$ cat config.mk
export PLATFORM = sky130hd
export DESIGN_NAME = lsu_ctrl
export DESIGN_NICKNAME = d
export VERILOG_FILES = /design/src/rtl/lsu_ctrl_pkg.sv /design/src/rtl/lsu_align.sv /design/src/rtl/lsu_ctrl.sv
export SDC_FILE = /design/constraint.sdc
export NUM_CORES = 1
export LEC_CHECK = 0
export CAP_MARGIN = 15
export CORE_ASPECT_RATIO = 0.5
export CORE_MARGIN = 3
export CORE_UTILIZATION = 49
export DETAILED_ROUTE_END_ITERATION = 7
export HOLD_SLACK_MARGIN = 0.15
export MAX_ROUTING_LAYER = met4
export PLACE_DENSITY = 0.93
export SETUP_SLACK_MARGIN = 0.3
export SLEW_MARGIN = 15
export SYNTH_ARGS = -nofsm -noshare
export SYNTH_HDL_FRONTEND = slang
export SYNTH_HIERARCHICAL = 1
export SYNTH_SLANG_ARGS = --single-unit
$ cat constraint.sdc
create_clock -name clk -period 6.35 [get_ports clk]
set_input_delay 0.635 -clock clk [delete_from_list [all_inputs] [get_ports clk]]
set_output_delay 0.635 -clock clk [all_outputs]
set_load 0.03 [all_outputs]
$ cat src/rtl/lsu_ctrl_pkg.sv
// Shared definitions for the load/store unit: funct3 codes, FSM state
// encoding and the funct3 legality helper.
// Optional feature macro used by lsu_ctrl: LSU_TIMEOUT_EN.
package lsu_ctrl_pkg;

  // Load funct3 codes
  localparam logic [2:0] F3_LB  = 3'b000;
  localparam logic [2:0] F3_LH  = 3'b001;
  localparam logic [2:0] F3_LW  = 3'b010;
  localparam logic [2:0] F3_LBU = 3'b100;
  localparam logic [2:0] F3_LHU = 3'b101;

  // Store funct3 codes (share encodings with the signed loads)
  localparam logic [2:0] F3_SB  = 3'b000;
  localparam logic [2:0] F3_SH  = 3'b001;
  localparam logic [2:0] F3_SW  = 3'b010;

  typedef enum logic [1:0] {
    IDLE = 2'd0,
    REQ  = 2'd1,
    WAIT = 2'd2,
    RESP = 2'd3
  } state_t;

  // Stores only know SB/SH/SW; loads additionally have the unsigned forms.
  function automatic logic funct3_legal(input logic we, input logic [2:0] funct3);
    logic ok;
    ok = (funct3 == F3_SB) || (funct3 == F3_SH) || (funct3 == F3_SW);
    if (!we) ok = ok || (funct3 == F3_LBU) || (funct3 == F3_LHU);
    return ok;
  endfunction

endpackage

$ cat src/rtl/lsu_align.sv
// Combinational lane logic: store byte enables and lane replication,
// load shift and sign/zero extension, and the alignment check.
module lsu_align
  import lsu_ctrl_pkg::*;
(
  input  logic [2:0]  funct3,
  input  logic [1:0]  addr,
  input  logic [31:0] wdata,
  input  logic [31:0] rdata,
  output logic [3:0]  be,
  output logic [31:0] wdata_lanes,
  output logic [31:0] load_ext,
  output logic        misaligned
);

  logic [31:0] shifted;

  // Store lanes and alignment, keyed on the access size in funct3[1:0]
  always_comb begin
    // NOTE: every output gets a default before the case so no path can leave
    // a value unassigned, which would otherwise infer a latch.
    be          = 4'b1111;
    wdata_lanes = wdata;
    misaligned  = 1'b0;
    case (funct3[1:0])
      2'b00: begin
        be          = 4'b0001 << addr;
        wdata_lanes = {4{wdata[7:0]}};
      end
      2'b01: begin
        be          = 4'b0011 << addr;
        wdata_lanes = {2{wdata[15:0]}};
        misaligned  = addr[0];
      end
      default: misaligned = |addr;
    endcase
  end

  // Load data: bring the addressed lane down to bit 0, then extend
  always_comb begin
    shifted  = rdata >> {addr, 3'b000};
    load_ext = '0;
    case (funct3)
      F3_LB:   load_ext = {{24{shifted[7]}}, shifted[7:0]};
      F3_LH:   load_ext = {{16{shifted[15]}}, shifted[15:0]};
      F3_LW:   load_ext = shifted;
      F3_LBU:  load_ext = {24'h0, shifted[7:0]};
      F3_LHU:  load_ext = {16'h0, shifted[15:0]};
      default: load_ext = '0;
    endcase
  end

endmodule

$ cat src/rtl/lsu_ctrl.sv
// Load/store sequencer between execute and the data-memory port.
// Single outstanding access: IDLE -> REQ -> WAIT -> RESP, or IDLE -> RESP
// for illegal accesses. Define LSU_TIMEOUT_EN to bound the WAIT state.
module lsu_ctrl
  import lsu_ctrl_pkg::*;
#(
  parameter int TIMEOUT_CYCLES = 255,
  parameter int TO_W           = 8
) (
  input  logic        clk,
  input  logic        rst_n,
  input  logic        req_valid,
  output logic        req_ready,
  input  logic        req_we,
  input  logic [2:0]  req_funct3,
  input  logic [31:0] req_addr,
  input  logic [31:0] req_wdata,
  output logic        rsp_valid,
  input  logic        rsp_ready,
  output logic [31:0] rsp_rdata,
  output logic        rsp_err,
  output logic        busy,
  output logic        mem_req,
  input  logic        mem_gnt,
  output logic        mem_we,
  output logic [3:0]  mem_be,
  output logic [31:0] mem_addr,
  output logic [31:0] mem_wdata,
  input  logic        mem_rvalid,
  input  logic [31:0] mem_rdata
);

  // The counter must be able to represent the timeout value.
  if ((1 << TO_W) <= TIMEOUT_CYCLES) begin : g_to_w_check
    $error("lsu_ctrl: TO_W too narrow for TIMEOUT_CYCLES");
  end

  state_t      state_q, state_d;
  logic        we_q;
  logic [2:0]  funct3_q;
  logic [1:0]  off_q;
  logic [29:0] word_q;
  logic [3:0]  be_q;
  logic [31:0] wdata_q;
  logic [31:0] rdata_q;
  logic        err_q;

  logic [2:0]  a_funct3;
  logic [1:0]  a_addr;
  logic [3:0]  a_be;
  logic [31:0] a_wdata_lanes;
  logic [31:0] a_load_ext;
  logic        a_misaligned;
  logic        legal;
  logic        to_expired;

  // In IDLE the lane logic looks at the incoming request; afterwards it
  // works on the captured access so load data can be extended in WAIT.
  assign a_funct3 = (state_q == IDLE) ? req_funct3    : funct3_q;
  assign a_addr   = (state_q == IDLE) ? req_addr[1:0] : off_q;

  lsu_align u_align (
    .funct3      (a_funct3),
    .addr        (a_addr),
    .wdata       (req_wdata),
    .rdata       (mem_rdata),
    .be          (a_be),
    .wdata_lanes (a_wdata_lanes),
    .load_ext    (a_load_ext),
    .misaligned  (a_misaligned)
  );

  assign legal = funct3_legal(req_we, req_funct3) && !a_misaligned;

`ifdef LSU_TIMEOUT_EN
  localparam logic [TO_W-1:0] TO_LAST = TO_W'(TIMEOUT_CYCLES - 1);
  logic [TO_W-1:0] to_cnt;

  // Count idle WAIT cycles; cleared as the grant moves us into WAIT
  always_ff @(posedge clk or negedge rst_n) begin
    if (!rst_n) begin
      to_cnt <= '0;
    end else if (state_q == REQ && mem_gnt) begin
      to_cnt <= '0;
    end else if (state_q == WAIT && !mem_rvalid) begin
      to_cnt <= to_cnt + 1'b1;
    end
  end

  // Expires on the WAIT cycle whose increment would reach the limit
  assign to_expired = (state_q == WAIT) && !mem_rvalid && (to_cnt == TO_LAST);
`else
  assign to_expired = 1'b0;
`endif

  // State register
  always_ff @(posedge clk or negedge rst_n) begin
    // NOTE: clocked state is updated with non-blocking assignments so every
    // register samples pre-edge values regardless of block ordering.
    if (!rst_n) state_q <= IDLE;
    else        state_q <= state_d;
  end

  // Next-state logic; mem_rvalid takes priority over timeout expiry
  always_comb begin
    state_d = state_q;
    case (state_q)
      IDLE: if (req_valid) state_d = legal ? REQ : RESP;
      REQ:  if (mem_gnt) state_d = WAIT;
      WAIT: begin
        if (mem_rvalid)      state_d = RESP;
        else if (to_expired) state_d = RESP;
      end
      RESP: if (rsp_ready) state_d = IDLE;
      default: state_d = IDLE;
    endcase
  end

  // Access capture on accept and result capture at the end of WAIT
  always_ff @(posedge clk or negedge rst_n) begin
    if (!rst_n) begin
      we_q     <= 1'b0;
      funct3_q <= '0;
      off_q    <= '0;
      word_q   <= '0;
      be_q     <= '0;
      wdata_q  <= '0;
      rdata_q  <= '0;
      err_q    <= 1'b0;
    end else begin
      case (state_q)
        IDLE: if (req_valid) begin
          we_q     <= req_we;
          funct3_q <= req_funct3;
          off_q    <= req_addr[1:0];
          word_q   <= req_addr[31:2];
          be_q     <= req_we ? a_be : 4'b1111;
          wdata_q  <= req_we ? a_wdata_lanes : '0;
          rdata_q  <= '0;
          err_q    <= !legal;
        end
        WAIT: begin
          if (mem_rvalid) begin
            rdata_q <= we_q ? '0 : a_load_ext;
          end else if (to_expired) begin
            rdata_q <= '0;
            err_q   <= 1'b1;
          end
        end
        default: ;
      endcase
    end
  end

  assign req_ready = (state_q == IDLE);
  assign busy      = (state_q != IDLE);
  assign mem_req   = (state_q == REQ);
  assign mem_we    = mem_req && we_q;
  assign mem_be    = be_q;
  assign mem_addr  = {word_q, 2'b00};
  assign mem_wdata = wdata_q;
  assign rsp_valid = (state_q == RESP);
  assign rsp_err   = rsp_valid && err_q;
  assign rsp_rdata = rdata_q;

endmodule

-- Word-level counts from Yosys, hierarchy flattened
Cells that the tools add are included.
- register bits: 107
- output and inout bits: 106
- bits of input ports: 106
- reduce and logical (&&, ||, !) cells: 19
- multiplexer cells: 19
- shifts and indexed selects: 3
- equality and inequality tests: 16
- operators by type and width (cell ; count):
    $pmux W32 S5 ; 1
    $mux W32 ; 4
    $pmux W32 S2 ; 2
    $shr A32 B5 Y32 ; 1
    $eq A3 B3 Y1 const B ; 4
    $mux W2 ; 6
    $pmux W2 S4 ; 1
    $pmux W4 S2 ; 1
    $eq A3 B1 Y1 const B ; 2
    $eq A3 B2 Y1 const B ; 2
    $logic_not A3 Y1 ; 2
    $eq A2 B1 Y1 const B ; 2
    $eq A2 B2 Y1 const B ; 2
    $logic_not A2 Y1 ; 2
    $logic_or A1 B1 Y1 ; 4
    $mux W4 ; 1
    $ne A2 B1 Y1 const B ; 2
    $ne A2 B2 Y1 const B ; 2
    $reduce_and A4 Y1 ; 1
    $reduce_bool A2 Y1 ; 2
    $shl A1 B2 Y4 const A ; 1
    $shl A2 B2 Y4 const A ; 1
    $logic_and A1 B1 Y1 ; 3
    $mux W3 ; 1
    6 further kinds ; 7

-- Longest topological paths before layout
Gate-level depths: netlist of run 1.
- depth in word-level cells: 10
- mapped depth: 12
- mapped depth without buffers: 9

-- Cells and area by module
Netlist of run 1, hierarchy kept.
- by module, submodules not included (module ; sequential area each (um^2) ; cells an instance ; times used ; area each (um^2)):
    lsu_ctrl ; 2677.6 ; 407 ; 1 ; 4499.3
    lsu_align ; 0.0 ; 177 ; 1 ; 1311.3

-- Worst setup path after synthesis of run 1
OpenSTA, ideal clock, no wires.
- kind: reg-to-reg
- start point: register state_q[0]
- end point: register rdata_q[24], in the netlist rsp_rdata[24]
- cell stages (with the launch flop): 12
- required time: 6.271 ns
- slack: 3.866 ns
- clock period less this slack: 2.484 ns
- data arrival time: 2.404 ns
- buffers on the path: 2
- setup time: 0.079 ns
- path through: dfrtp_1 inv_1 ha_1 buf_6 mux2_2 buf_6 nand2b_4 a311oi_4 o211a_4 a21o_1 nand2_1 mux2i_1
- longest elaborated chain between the ends: 7
- ends and longest elaborated chain (what ; line ; RTL):
    from (decl) ; lsu_ctrl.sv:38 ; state_t state_q, state_d;
    from (signal assigned) ; lsu_ctrl.sv:101 ; else state_q <= state_d;
    $logic_not A2 Y1 ; -- ;
    via req_ready ; lsu_ctrl.sv:13 ; output logic req_ready,
    $mux W2 ; lsu_ctrl.sv:60 ; assign a_addr = (state_q == IDLE) ? req_addr[1:0] : off_q;
    via a_addr[0] ; lsu_ctrl.sv:49 ; logic [1:0] a_addr;
    $shr A32 B5 Y32 ; lsu_align.sv:41 ; shifted = rdata >> {addr, 3'b000};
    $pmux W32 S5 ; lsu_align.sv:43 ; case (funct3)
    via a_load_ext[24] ; lsu_ctrl.sv:52 ; logic [31:0] a_load_ext;
    $mux W32 ; lsu_ctrl.sv:144 ; rdata_q <= we_q ? '0 : a_load_ext;
    $mux W32 ; lsu_ctrl.sv:143 ; if (mem_rvalid) begin
    $pmux W32 S2 ; lsu_ctrl.sv:131 ; case (state_q)
    to (signal assigned) ; lsu_ctrl.sv:144 ;
    to (decl) ; lsu_ctrl.sv:45 ; logic [31:0] rdata_q;
The timed path passes the listed nets, and every way through them passes these cells. The select of a mux whose other input is x is not followed.
A chain may end at the register's enable or synchronous reset.

-- Worst setup path in the final report of run 1
- start point: register state_q[0]
- end point: register rdata_q[23], in the netlist rsp_rdata[23]
- longest elaborated chain between the ends: 7
- ends and longest elaborated chain (what ; line):
    $logic_not A2 Y1 ; lsu_ctrl.sv:60
    $mux W2 ; lsu_ctrl.sv:60
    via a_addr[0] ; lsu_ctrl.sv:49
    $shr A32 B5 Y32 ; lsu_align.sv:41
    $pmux W32 S5 ; lsu_align.sv:43
    via a_load_ext[23] ; lsu_ctrl.sv:52
    $mux W32 ; lsu_ctrl.sv:144
    $mux W32 ; lsu_ctrl.sv:143
    $pmux W32 S2 ; lsu_ctrl.sv:131
The timed path passes the listed nets, and every way through them passes these cells. The select of a mux whose other input is x is not followed.

==> results of run 1 <==
## sequential cells by signal, summed over array words and instances, names as in the netlist
name       flops
mem_be         4
word_q        30
err_q          1
funct3_q       3
we_q           1
off_q          2
mem_wdata     32
state_q        2
rsp_rdata     32
## final timing paths
kind	slack, ns	cells past startpoint	endpoint	startpoint
worst min-delay path	0.18	1	rsp_rdata[11]$_DFFE_PN0P_	rst_n
min in group clk	0.48	2	mem_wdata[20]$_DFFE_PN0P_	mem_wdata[20]$_DFFE_PN0P_
worst max register to register	3.03	9	rsp_rdata[23]$_DFFE_PN0P_	state_q[0]$_DFFE_PN0P_
max in group asynchronous	4.79	2	mem_wdata[18]$_DFFE_PN0P_	rst_n
worst min register to register	0.48	2	mem_wdata[20]$_DFFE_PN0P_	mem_wdata[20]$_DFFE_PN0P_
worst max-delay path	3.03	9	rsp_rdata[23]$_DFFE_PN0P_	state_q[0]$_DFFE_PN0P_
## per-stage QoR
step | hold WS (ns) | cell area (sq um) | total power [mW] | setup WS [ns] | std cells
after floorplan | 0.339 | 5810 | 2.93 | 3.87 | 585
after global placement | 0.461 | 7850 | 3.71 | 3.29 | 904
after detailed placement | 0.469 | 7850 | 3.78 | 3.14 | 904
after CTS | 0.187 | 8130 | 4.36 | 3.10 | 920
after global routing | 0.205 | 8140 | 4.60 | 2.84 | 920
final | 0.182 | 8140 | 4.36 | 3.03 | 920
## layout make-up
type	instances	area share (%)
clock inverter	4	0.630
inverter	35	1.61
sequential	107	32.9
tap	159	2.44
timing repair buffer	212	26.0
clock buffer	12	2.91
multi-input combinational	391	33.5
## report_power, final
group          leakage (nW)  switching (mW)  internal, mW  total, mW
Clock                 0.137           0.257         0.307      0.564
Combinational          1.98            1.55          1.13       2.68
Sequential             1.37           0.160         0.962       1.12
Total                  3.49            1.97          2.40       4.36
## cells in the mapped netlist (all sizes together)
library cell    n
inv            35
o41ai           1
nor2b          19
nor3            2
o221ai          1
and2            3
nand3b          2
nand2b          3
mux2           58
a211oi         15
or4             1
a311oi          1
or2             2
o31ai           1
buf            33
o21bai          2
o211a           1
a21o            8
conb            1
nor2            8
mux2i          60
o22ai           1
o21ai          64
o2bb2ai         6
a21oi           3
nor3b           1
o211ai          1
dfrtp         107
ha              4
nand2         121
clkbuf         19
## cells by family (layout without fill, tap and decap cells)
family                   count (synthesis)  count (layout)  synth area share [%]
AND/OR/NAND/NOR                        162             162                  12.6
multiplexers                           118             118                  21.6
flip-flops                             107             107                  46.1
AO/OA/AOI/OAI                          105             105                  11.5
buffers and inverters                   87             263                  7.36
adder cells (fa/ha/maj)                  4               4                 0.861
other                                    1               2                0.0645
## layer usage
| metal | up-vias | GRT usage, % | part of all wire (%) |
|---|---|---|---|
| li1 | 2296 | - | - |
| met1 | 2343 | 30.9 | 42 |
| met2 | 175 | 43.6 | 50 |
| met3 | 37 | 4.24 | 5.1 |
| met4 | 0 | 8.82 | 2.5 |
| met5 | - | - | 0 |
## critical path: stages, from the launching register on
cell and delay, ns:
dfrtp_1 0.41, inv_1 0.11, ha_1 0.52, mux2_2 0.89, mux2i_1 0.43, nand3b_1 0.20, o211ai_2 0.24, o21ai_0 0.20
nand2_1 0.11, mux2i_1 0.07
==> qor.txt, run 1 <==
Final ANT Viol Nets - 0
Max Cap Viol - 0
Hold Crit Class - input port to async pin
DP HPWL - 11600 um
Antenna violations before repair - 0
Synthesized area per cell - 9.95 sq um
# diodes - 0
Final-report setup violation count - 0
Worst skew pair latency - 0.35 ns
Vias - 4851
Die height - 83 um
Post-Syn Instances - 584
Global-route usage over all layers - 25.5%
Cts bufs inserted - 9
Fin util - 72.1%
Area growth syn-to-layout - 40.1%
Area of the multi-input gates - 2730 sq um
Hold buffer count at cts - 0
Worst slew pin tran - 1.11 ns
Setup TNS - 0 ns
Fin Clk Skew - 0.00736 ns
Initial Util - 51.5%
Slew Limit Headroom - 25.9%
DR iter-0 viols - 303
Cell area after synthesis - 5810 sq um
Final Cycle Share - 52.2%
Clk buf depth - 2
H-tree levels - 3
CTS tree - done
Routed len/inst - 18.1 um
Synth Warn # - 6
Share of the synthesized area in the top cell type - 46.1%
Postcts setup bufs - 0
Yosys top cell by area - dfrtp_1
First-pass GRT wire length - 26400 um
Reg clk slew, reported paths - 0.07 ns
Largest net degree at the start of global routing - 111
Cell Pwr Density - 536 nW/um^2
Clock Sink Count - 107
Synth unique cells - 42
Unrepaired setup endpoints after global routing - false
Seq. cell area - 2680 sq um
Sequential share of the synthesized area - 46.1%
Vias per cell - 5.27
Clock root cell - clkbuf_16
Crit path DAT - 3.53 ns
WP data required - 6.56 ns
Final hold vios - 0
Crit. End Element - flip-flop
Max VDD drop - 0.251 mV
Total detailed-routing wirelength - 16700 um
GRT overflow - 0
Core Rows - 27
Most common cell after layout, fill and taps aside - clkdlybuf4s50_1
Synth Register Bits - 107
Placer Congestion - 0.888
Pleak - 3.49 nW
Top cells by area, synth - dfrtp_1 46%, mux2_2 11%, mux2i_1 10%, nand2_1 7.8%, o21ai_0 5.4%
Die W - 160 um
Port Buffers - 209
Critical path peak fanout - 41
Placeable Area - 11300 sq um
# IOs - 212
1st-pass router iterations - 5
Fin nets - 866
Die area - 13300 sq um
PostCTS Resize Cnt - 0
Layout cells sized above 1 - 11.8%
Status - finished clean
Vias in the first global route - 4956
Fmax - 302 MHz
Slew Limit Fails - 0
DRC Markers - 0
Setup CP Type - flip-flop to flip-flop
Startpoint Class - flip-flop
Fill count - 819
Most frequent cells in the layout - 208 x clkdlybuf4s50_1, 120 x nand2_1, 107 x dfrtp_1
Tmin final - 3.32 ns
No activity file was read; power rests on OpenSTA's default activity.
==> inputs of run 2 (changes only) <==
--- a/config.mk
+++ b/config.mk
@@ -8,11 +8,11 @@
 export CAP_MARGIN = 15
 export CORE_ASPECT_RATIO = 0.5
 export CORE_MARGIN = 3
-export CORE_UTILIZATION = 49
+export CORE_UTILIZATION = 45
 export DETAILED_ROUTE_END_ITERATION = 7
 export HOLD_SLACK_MARGIN = 0.15
 export MAX_ROUTING_LAYER = met4
-export PLACE_DENSITY = 0.93
+export PLACE_DENSITY = 0.87
 export SETUP_SLACK_MARGIN = 0.3
 export SLEW_MARGIN = 15
 export SYNTH_ARGS = -nofsm -noshare
==> constraint.sdc (replaced) <==
create_clock -name clk -period 3.45 [get_ports clk]
set_input_delay 0.345 -clock clk [delete_from_list [all_inputs] [get_ports clk]]
set_output_delay 0.345 -clock clk [all_outputs]
set_load 0.03 [all_outputs]
==> run 2 against run 1 <==
  * Power increased by 86%
  * Wire length decreased by 1.4%
  * Clock skew decreased by 0.00067 ns
  * Clock-buffer cell count unchanged
  * Critical path depth unchanged
  * Clock power increased by 99%
  * Die area increased by 8.4%
  * Core utilization decreased by 4.6 points
  * Worst setup slack got worse by 2.4 ns
  * Critical path type unchanged
  * Largest power group unchanged
==> qor.txt, run 2 (synthesis gave the netlist of run 1 again) <==
Switching share of power - 44.2% (-0.95 points)
Final Cycle Share - 82.7% (+30 points)
Crit path DAT - 3.10 ns (-0.43 ns)
Fmax - 350 MHz (+16%)
Worst slew pin tran - 0.965 ns (-0.147 ns)
Final-report setup violation count - 0 (unchanged)
Placer Congestion - 0.830 (-6.5%)
Worst skew pair latency - 0.34 ns (about the same)
Vias in the first global route - 5021 (+1.3%)
Setup CP Type - flip-flop to flip-flop
Largest net degree at the start of global routing - 76 (-32%)
Initial Util - 47.7% (-3.8 points)
1st-pass router iterations - 5 (unchanged)
Vias per cell - 5.23 (-0.72%)
Max Cap Viol - 0 (unchanged)
Postcts setup bufs - 0 (unchanged)
Die area - 14400 sq um (+8.4%)
Crit. End Element - flip-flop
DRC Markers - 0 (unchanged)
Cell Pwr Density - 987 nW/um^2 (+84%)
Tmin final - 2.85 ns (-0.462 ns)
Placeable Area - 12200 sq um (+8.1%)
Unrepaired setup endpoints after global routing - false
Area growth syn-to-layout - 41.7%
Hold Crit Class - input port to async pin
Clock Sink Count - 107 (unchanged)
Routed len/inst - 17.6 um (-2.8%)
Fin util - 67.5% (-4.6 points)
GRT overflow - 0 (unchanged)
Layout cells sized above 1 - 13.0% (+1.2 points)
Total detailed-routing wirelength - 16400 um (-1.4%)
Slew Limit Fails - 0 (unchanged)
Placed Area - 7910 sq um (+0.77%)
First-pass GRT wire length - 26500 um (+0.36%)
Pre-CTS worst setup slack - 0.576 ns (-2.56 ns)
Hold Slack - 0.144 ns (-0.0378 ns)
H-tree levels - 3 (unchanged)
Die W - 167 um (+4.2%)
Status - finished clean
Final hold vios - 0 (unchanged)
DR iter-0 viols - 361 (+19%)
# diodes - 0 (unchanged)
Post-layout instance area - 8230 sq um (+1.2%)
Flop pwr share - 25.3% (-0.4 points)
Clock root cell - clkbuf_16
Fin Clk Skew - 0.00669 ns (-0.000667 ns)
Reg clk slew, reported paths - 0.07 ns (about the same)
Setup ws final - 0.597 ns (-2.44 ns)
Clock Power Share - 13.8% (+0.9 points)
CTS tree - done
DP HPWL - 12000 um (+3.4%)
Startpoint Class - flip-flop
WP data required - 3.70 ns (-2.86 ns)
Slew Limit Headroom - 35.7% (+9.8 points)
Port Buffers - 209 (unchanged)
Pleak - 3.55 nW (+1.5%)
Final ANT Viol Nets - 0 (unchanged)
Cts bufs inserted - 9 (unchanged)
Most frequent cells in the layout - 208 x clkdlybuf4s50_1, 120 x nand2_1, 107 x dfrtp_1
Fin nets - 873 (+0.81%)
Die height - 86.4 um (+4.0%)
Antenna violations before repair - 0 (unchanged)
Setup TNS - 0 ns (unchanged)
Critical path peak fanout - 20 (-51%)
Core Rows - 28 (+3.7%)
Cell Int Power - 4.54 mW (+89%)
P_sw - 3.59 mW (+82%)
Vias - 4884 (+0.68%)
Most common cell after layout, fill and taps aside - clkdlybuf4s50_1
Global-route usage over all layers - 23.7% (-1.8 points)
Clk buf depth - 2 (unchanged)
Max VDD drop - 0.519 mV (+110%)
Comb pwr share - 60.9% (-0.5 points)
# IOs - 212 (unchanged)
==> run 2: path summary, 6_finish.rpt <==
kind / start / to / slack, ns / depth (start not counted)
worst max-delay path: state_q[0]$_DFFE_PN0P_ / rsp_rdata[22]$_DFFE_PN0P_ / 0.60 / 9
worst min-delay path: rst_n / word_q[22]$_DFFE_PN0P_ / 0.14 / 1
worst max register to register: state_q[0]$_DFFE_PN0P_ / rsp_rdata[22]$_DFFE_PN0P_ / 0.60 / 9
worst min register to register: mem_wdata[17]$_DFFE_PN0P_ / mem_wdata[17]$_DFFE_PN0P_ / 0.48 / 2
max in group asynchronous: rst_n / funct3_q[2]$_DFFE_PN0P_ / 2.48 / 2
min in group clk: mem_wdata[17]$_DFFE_PN0P_ / mem_wdata[17]$_DFFE_PN0P_ / 0.48 / 2
==> run 2: through the flow <==
step	std cells	power [mW]
final	933	8.13
after global routing	933	8.60
after CTS	933	8.14
after detailed placement	917	6.99
after global placement	917	6.86
after floorplan	585	5.40
==> run 2: timing repair <==
item / CTS / global route
hold buffers: 0 / 0
endpoints found under the setup margin: 0 / 8
gates resized for setup: 0 / 3
endpoints found under the hold margin: 0 / 0
==> run 2: critical path, stage by stage (launching register included) <==
cell,delay [ns]
dfrtp_1,0.41
inv_1,0.11
ha_2,0.37
mux2_2,0.56
nand2b_4,0.23
a311oi_4,0.34
o211ai_2,0.27
o21ai_0,0.18
nand2_1,0.11
mux2i_1,0.20
==> run 2: power groups by stage <==
stage	sequential, mW	combinational (mW)	clock [mW]
3_5_place_dp	2.07	4.92	0
2_1_floorplan	2.95	2.44	0
4_1_cts	2.06	4.95	1.14
5_1_grt	2.13	5.27	1.20
6_report	2.06	4.95	1.12
3_3_place_gp	2.05	4.81	0
==> run 2: cell type report <==
cell class,instances,area (sq um)
Clock buffer,12,246
Tap cell,165,206
Fill cell,914,3960
Clock inverter,4,73.8
Sequential cell,107,2680
Multi-Input combinational cell,391,2730
Inverter,35,131
Timing Repair Buffer,219,2160
==> run 2: per-layer routing <==
metal	GRT usage (%)	routed length, um
met1	29.7	7000
met2	39.6	8180
met3	5.06	876
met4	6.51	396
met5	-	0
==> inputs of run 3 (changes only) <==
--- a/config.mk
+++ b/config.mk
@@ -8,11 +8,11 @@
 export CAP_MARGIN = 15
 export CORE_ASPECT_RATIO = 0.5
 export CORE_MARGIN = 3
-export CORE_UTILIZATION = 45
+export CORE_UTILIZATION = 41
 export DETAILED_ROUTE_END_ITERATION = 7
 export HOLD_SLACK_MARGIN = 0.15
 export MAX_ROUTING_LAYER = met4
-export PLACE_DENSITY = 0.87
+export PLACE_DENSITY = 0.84
 export SETUP_SLACK_MARGIN = 0.3
 export SLEW_MARGIN = 15
 export SYNTH_ARGS = -nofsm -noshare
==> constraint.sdc (replaced) <==
create_clock -name clk -period 2.52 [get_ports clk]
set_input_delay 0.252 -clock clk [delete_from_list [all_inputs] [get_ports clk]]
set_output_delay 0.252 -clock clk [all_outputs]
set_load 0.03 [all_outputs]
==> run 3 against run 2 <==
  * Critical path depth rose by 1
  * Non-clock buffer count rose by 30
  * Sequential cell count did not move
  * Worst setup slack got worse by 0.35 ns
  * Die area rose by 9.2%
  * Clock power rose by 36%
  * Largest cell class unchanged
==> qor.txt, run 3 (synthesis gave the netlist of run 1 again) <==
Status - finished clean
Clock Sink Count - 107 (unchanged)
Clk buf depth - 2 (unchanged)
Pleak - 3.76 nW (+5.9%)
R2r endpoint - rsp_rdata[18]$_DFFE_PN0P_
Slew Limit Headroom - 51.4% (+16 points)
Inst Count DP - 950 (+3.6%)
Largest net degree at the start of global routing - 57 (-25%)
Vias per cell - 5.16 (-1.3%)
Die height - 90.2 um (+4.4%)
Hold Crit Class - input port to async pin
Worst skew pair latency - 0.35 ns (about the same)
H-tree levels - 3 (unchanged)
Worst reg2reg startpoint - state_q[0]$_DFFE_PN0P_
Cell Pwr Density - 1380 nW/um^2 (+39%)
First-pass GRT wire length - 27400 um (+3.5%)
Crit. End Element - flip-flop
Layout cells sized above 1 - 18.0% (+5.0 points)
Total detailed-routing wirelength - 17300 um (+5.0%)
Core Rows - 30 (+7.1%)
Final Cycle Share - 90.2% (+7.5 points)
Final hold vios - 0 (unchanged)
Hold Slack - 0.447 ns (+0.303 ns)
Routed len/inst - 17.4 um (-1.1%)
DRC Markers - 0 (unchanged)
Die area - 15700 sq um (+9.2%)
Switching share of power - 43.8% (-0.36 points)
Area of the multi-input gates - 2830 sq um (+3.7%)
Placer Congestion - 0.872 (+5.1%)
Total power draw - 11.9 mW (+46%)
Flop pwr share - 23.7% (-1.6 points)
Most common cell after layout, fill and taps aside - clkdlybuf4s50_1
WP data required - 2.79 ns (-0.91 ns)
Cell Int Power - 6.68 mW (+47%)
Fill count - 1058 (+16%)
Clock Power Share - 12.8% (-1.0 points)
Setup CP Type - flip-flop to flip-flop
Slowest CP cell - dfrtp_1
Area growth syn-to-layout - 48.8%
Non-filler cells, final - 991 (+6.2%)
WP buf/inv - 2 (+1)
CTS tree - done
Reg clk slew, reported paths - 0.07 ns (about the same)
Setup TNS - 0 ns (unchanged)
Crit path DAT - 2.54 ns (-0.56 ns)
Critical-path cell list - inv_2, ha_4, mux2_4, nand2b_4, a311oi_4, o211ai_4, buf_6, o21ai_1, nand2_1, mux2i_1
Max VDD drop - 0.587 mV (+13%)
Reg2Reg Depth - 10 (+1)
Most frequent cells in the layout - 207 x clkdlybuf4s50_1, 120 x nand2_1, 107 x dfrtp_1
Startpoint Class - flip-flop
# IOs - 212 (unchanged)
Largest stage delay, worst path - 0.41 ns (-0.15 ns)
Global-route usage over all layers - 22.2% (-1.5 points)
Antenna violations before repair - 0 (unchanged)
Vias - 5118 (+4.8%)
Initial Util - 42.4% (-5.2 points)
Seq. cell area - 2680 sq um (unchanged)
Reg2Reg Setup Slack - 0.25 ns (-0.35 ns)
Tmin final - 2.27 ns (-0.580 ns)
1st-pass router iterations - 5 (unchanged)
DP HPWL - 12100 um (+0.87%)
Comb pwr share - 63.5% (+2.6 points)
Final ANT Viol Nets - 0 (unchanged)
Clock root cell - clkbuf_16
Slew Limit Fails - 0 (unchanged)
Die W - 174 um (+4.6%)
DR iter-0 viols - 329 (-8.9%)
Vias in the first global route - 5090 (+1.4%)
Cts bufs inserted - 9 (unchanged)
GRT overflow - 0 (unchanged)
Max Cap Viol - 0 (unchanged)
Critical path peak fanout - 8 (-60%)
Fmax - 440 MHz (+26%)
# diodes - 0 (unchanged)
Fin nets - 904 (+3.6%)
Worst slew pin tran - 0.727 ns (-0.237 ns)
Final-report setup violation count - 0 (unchanged)
Unrepaired setup endpoints after global routing - true
Fin Clk Skew - 0.0110 ns (+0.00435 ns)
Largest delay contributor family on the critical path - compound AO/OA/AOI/OAI gates
Port Buffers - 209 (unchanged)
Placeable Area - 13700 sq um (+12%)
P_sw - 5.21 mW (+45%)
-- run 3: changes by cell type in the layout (fill, tap and decap cells not counted), moves of 3 or more --
cell	change
buf_4	+23
o21ai_2	+4
mux2_4	+3
o21ai_0	-11
o21ai_1	+7
buf_12	+3
buf_6	+3
-- run 3: cell type report --
type | instances | area share (%)
Clock buffer | 10 | 2.65
Clock inverter | 6 | 1.04
Inverter | 35 | 1.52
Multi-Input combinational cell | 392 | 32.8
Sequential cell | 107 | 31.0
Tap cell | 192 | 2.78
Timing Repair Buffer | 249 | 28.3
-- run 3: timing repair --
item | 4_1_cts | 5_1_grt
gates cloned | 1 | 0
setup endpoints to repair | 34 | 38
pin swaps | 3 | 9
setup buffers | 15 | 8
gates resized for setup | 4 | 29
hold endpoints to repair | 36 | 0
hold buffers | 1 | 0
-- run 3: how the worst max path moves through the flow --
| stage | start | to | slack (ns) | cells after the start |
|---|---|---|---|---|
| final | state_q[0]$_DFFE_PN0P_ | rsp_rdata[18]$_DFFE_PN0P_ | 0.25 | 10 |
| after floorplan | state_q[1]$_DFFE_PN0P_ | rsp_rdata[24]$_DFFE_PN0P_ | 0.32 | 11 |
| after detailed placement | state_q[1]$_DFFE_PN0P_ | rsp_rdata[17]$_DFFE_PN0P_ | 0.13 | 9 |
| after global placement | state_q[1]$_DFFE_PN0P_ | rsp_rdata[17]$_DFFE_PN0P_ | 0.22 | 9 |
| after CTS | state_q[0]$_DFFE_PN0P_ | rsp_rdata[17]$_DFFE_PN0P_ | 0.30 | 10 |
| after global routing | state_q[1]$_DFFE_PN0P_ | rsp_rdata[31]$_DFFE_PN0P_ | 0.15 | 10 |
-- run 3: routing by layer --
| layer | share of wire (%) | vias up | wire [um] | track usage, % |
|---|---|---|---|---|
| li1 | - | 2380 | - | - |
| met1 | 41 | 2529 | 7050 | 27.2 |
| met2 | 52 | 165 | 8900 | 36.8 |
| met3 | 4.7 | 44 | 813 | 4.30 |
| met4 | 2.9 | 0 | 506 | 8.02 |
| met5 | 0 | - | 0 | - |
-- run 3: worst register-to-register path: cells and delay by family, from the launching register on --
family | cells | cell delay (ns)
compound gates | 3 | 0.58
mux | 2 | 0.51
flops | 1 | 0.41
buf+inv | 2 | 0.26
simple gates | 2 | 0.22
fa+ha+maj | 1 | 0.21
-- run 3: metrics by stage --
stage               utilization [%]  setup slack, ns  area, sq um
floorplan                         -            0.315         5840
global placement               58.6            0.224         8030
detailed placement             58.6            0.128         8030
CTS                            62.1            0.302         8500
global route                   63.1            0.147         8650
finish                         63.1            0.247         8650
-- run 3: power by group through the flow --
stage | Combinational [mW] | Clock (mW) | Sequential, mW
3_3_place_gp | 6.78 | 0 | 2.81
4_1_cts | 7.19 | 1.55 | 2.82
5_1_grt | 8.02 | 1.61 | 2.91
6_report | 7.56 | 1.52 | 2.82
2_1_floorplan | 3.39 | 0 | 4.05
3_5_place_dp | 6.88 | 0 | 2.84
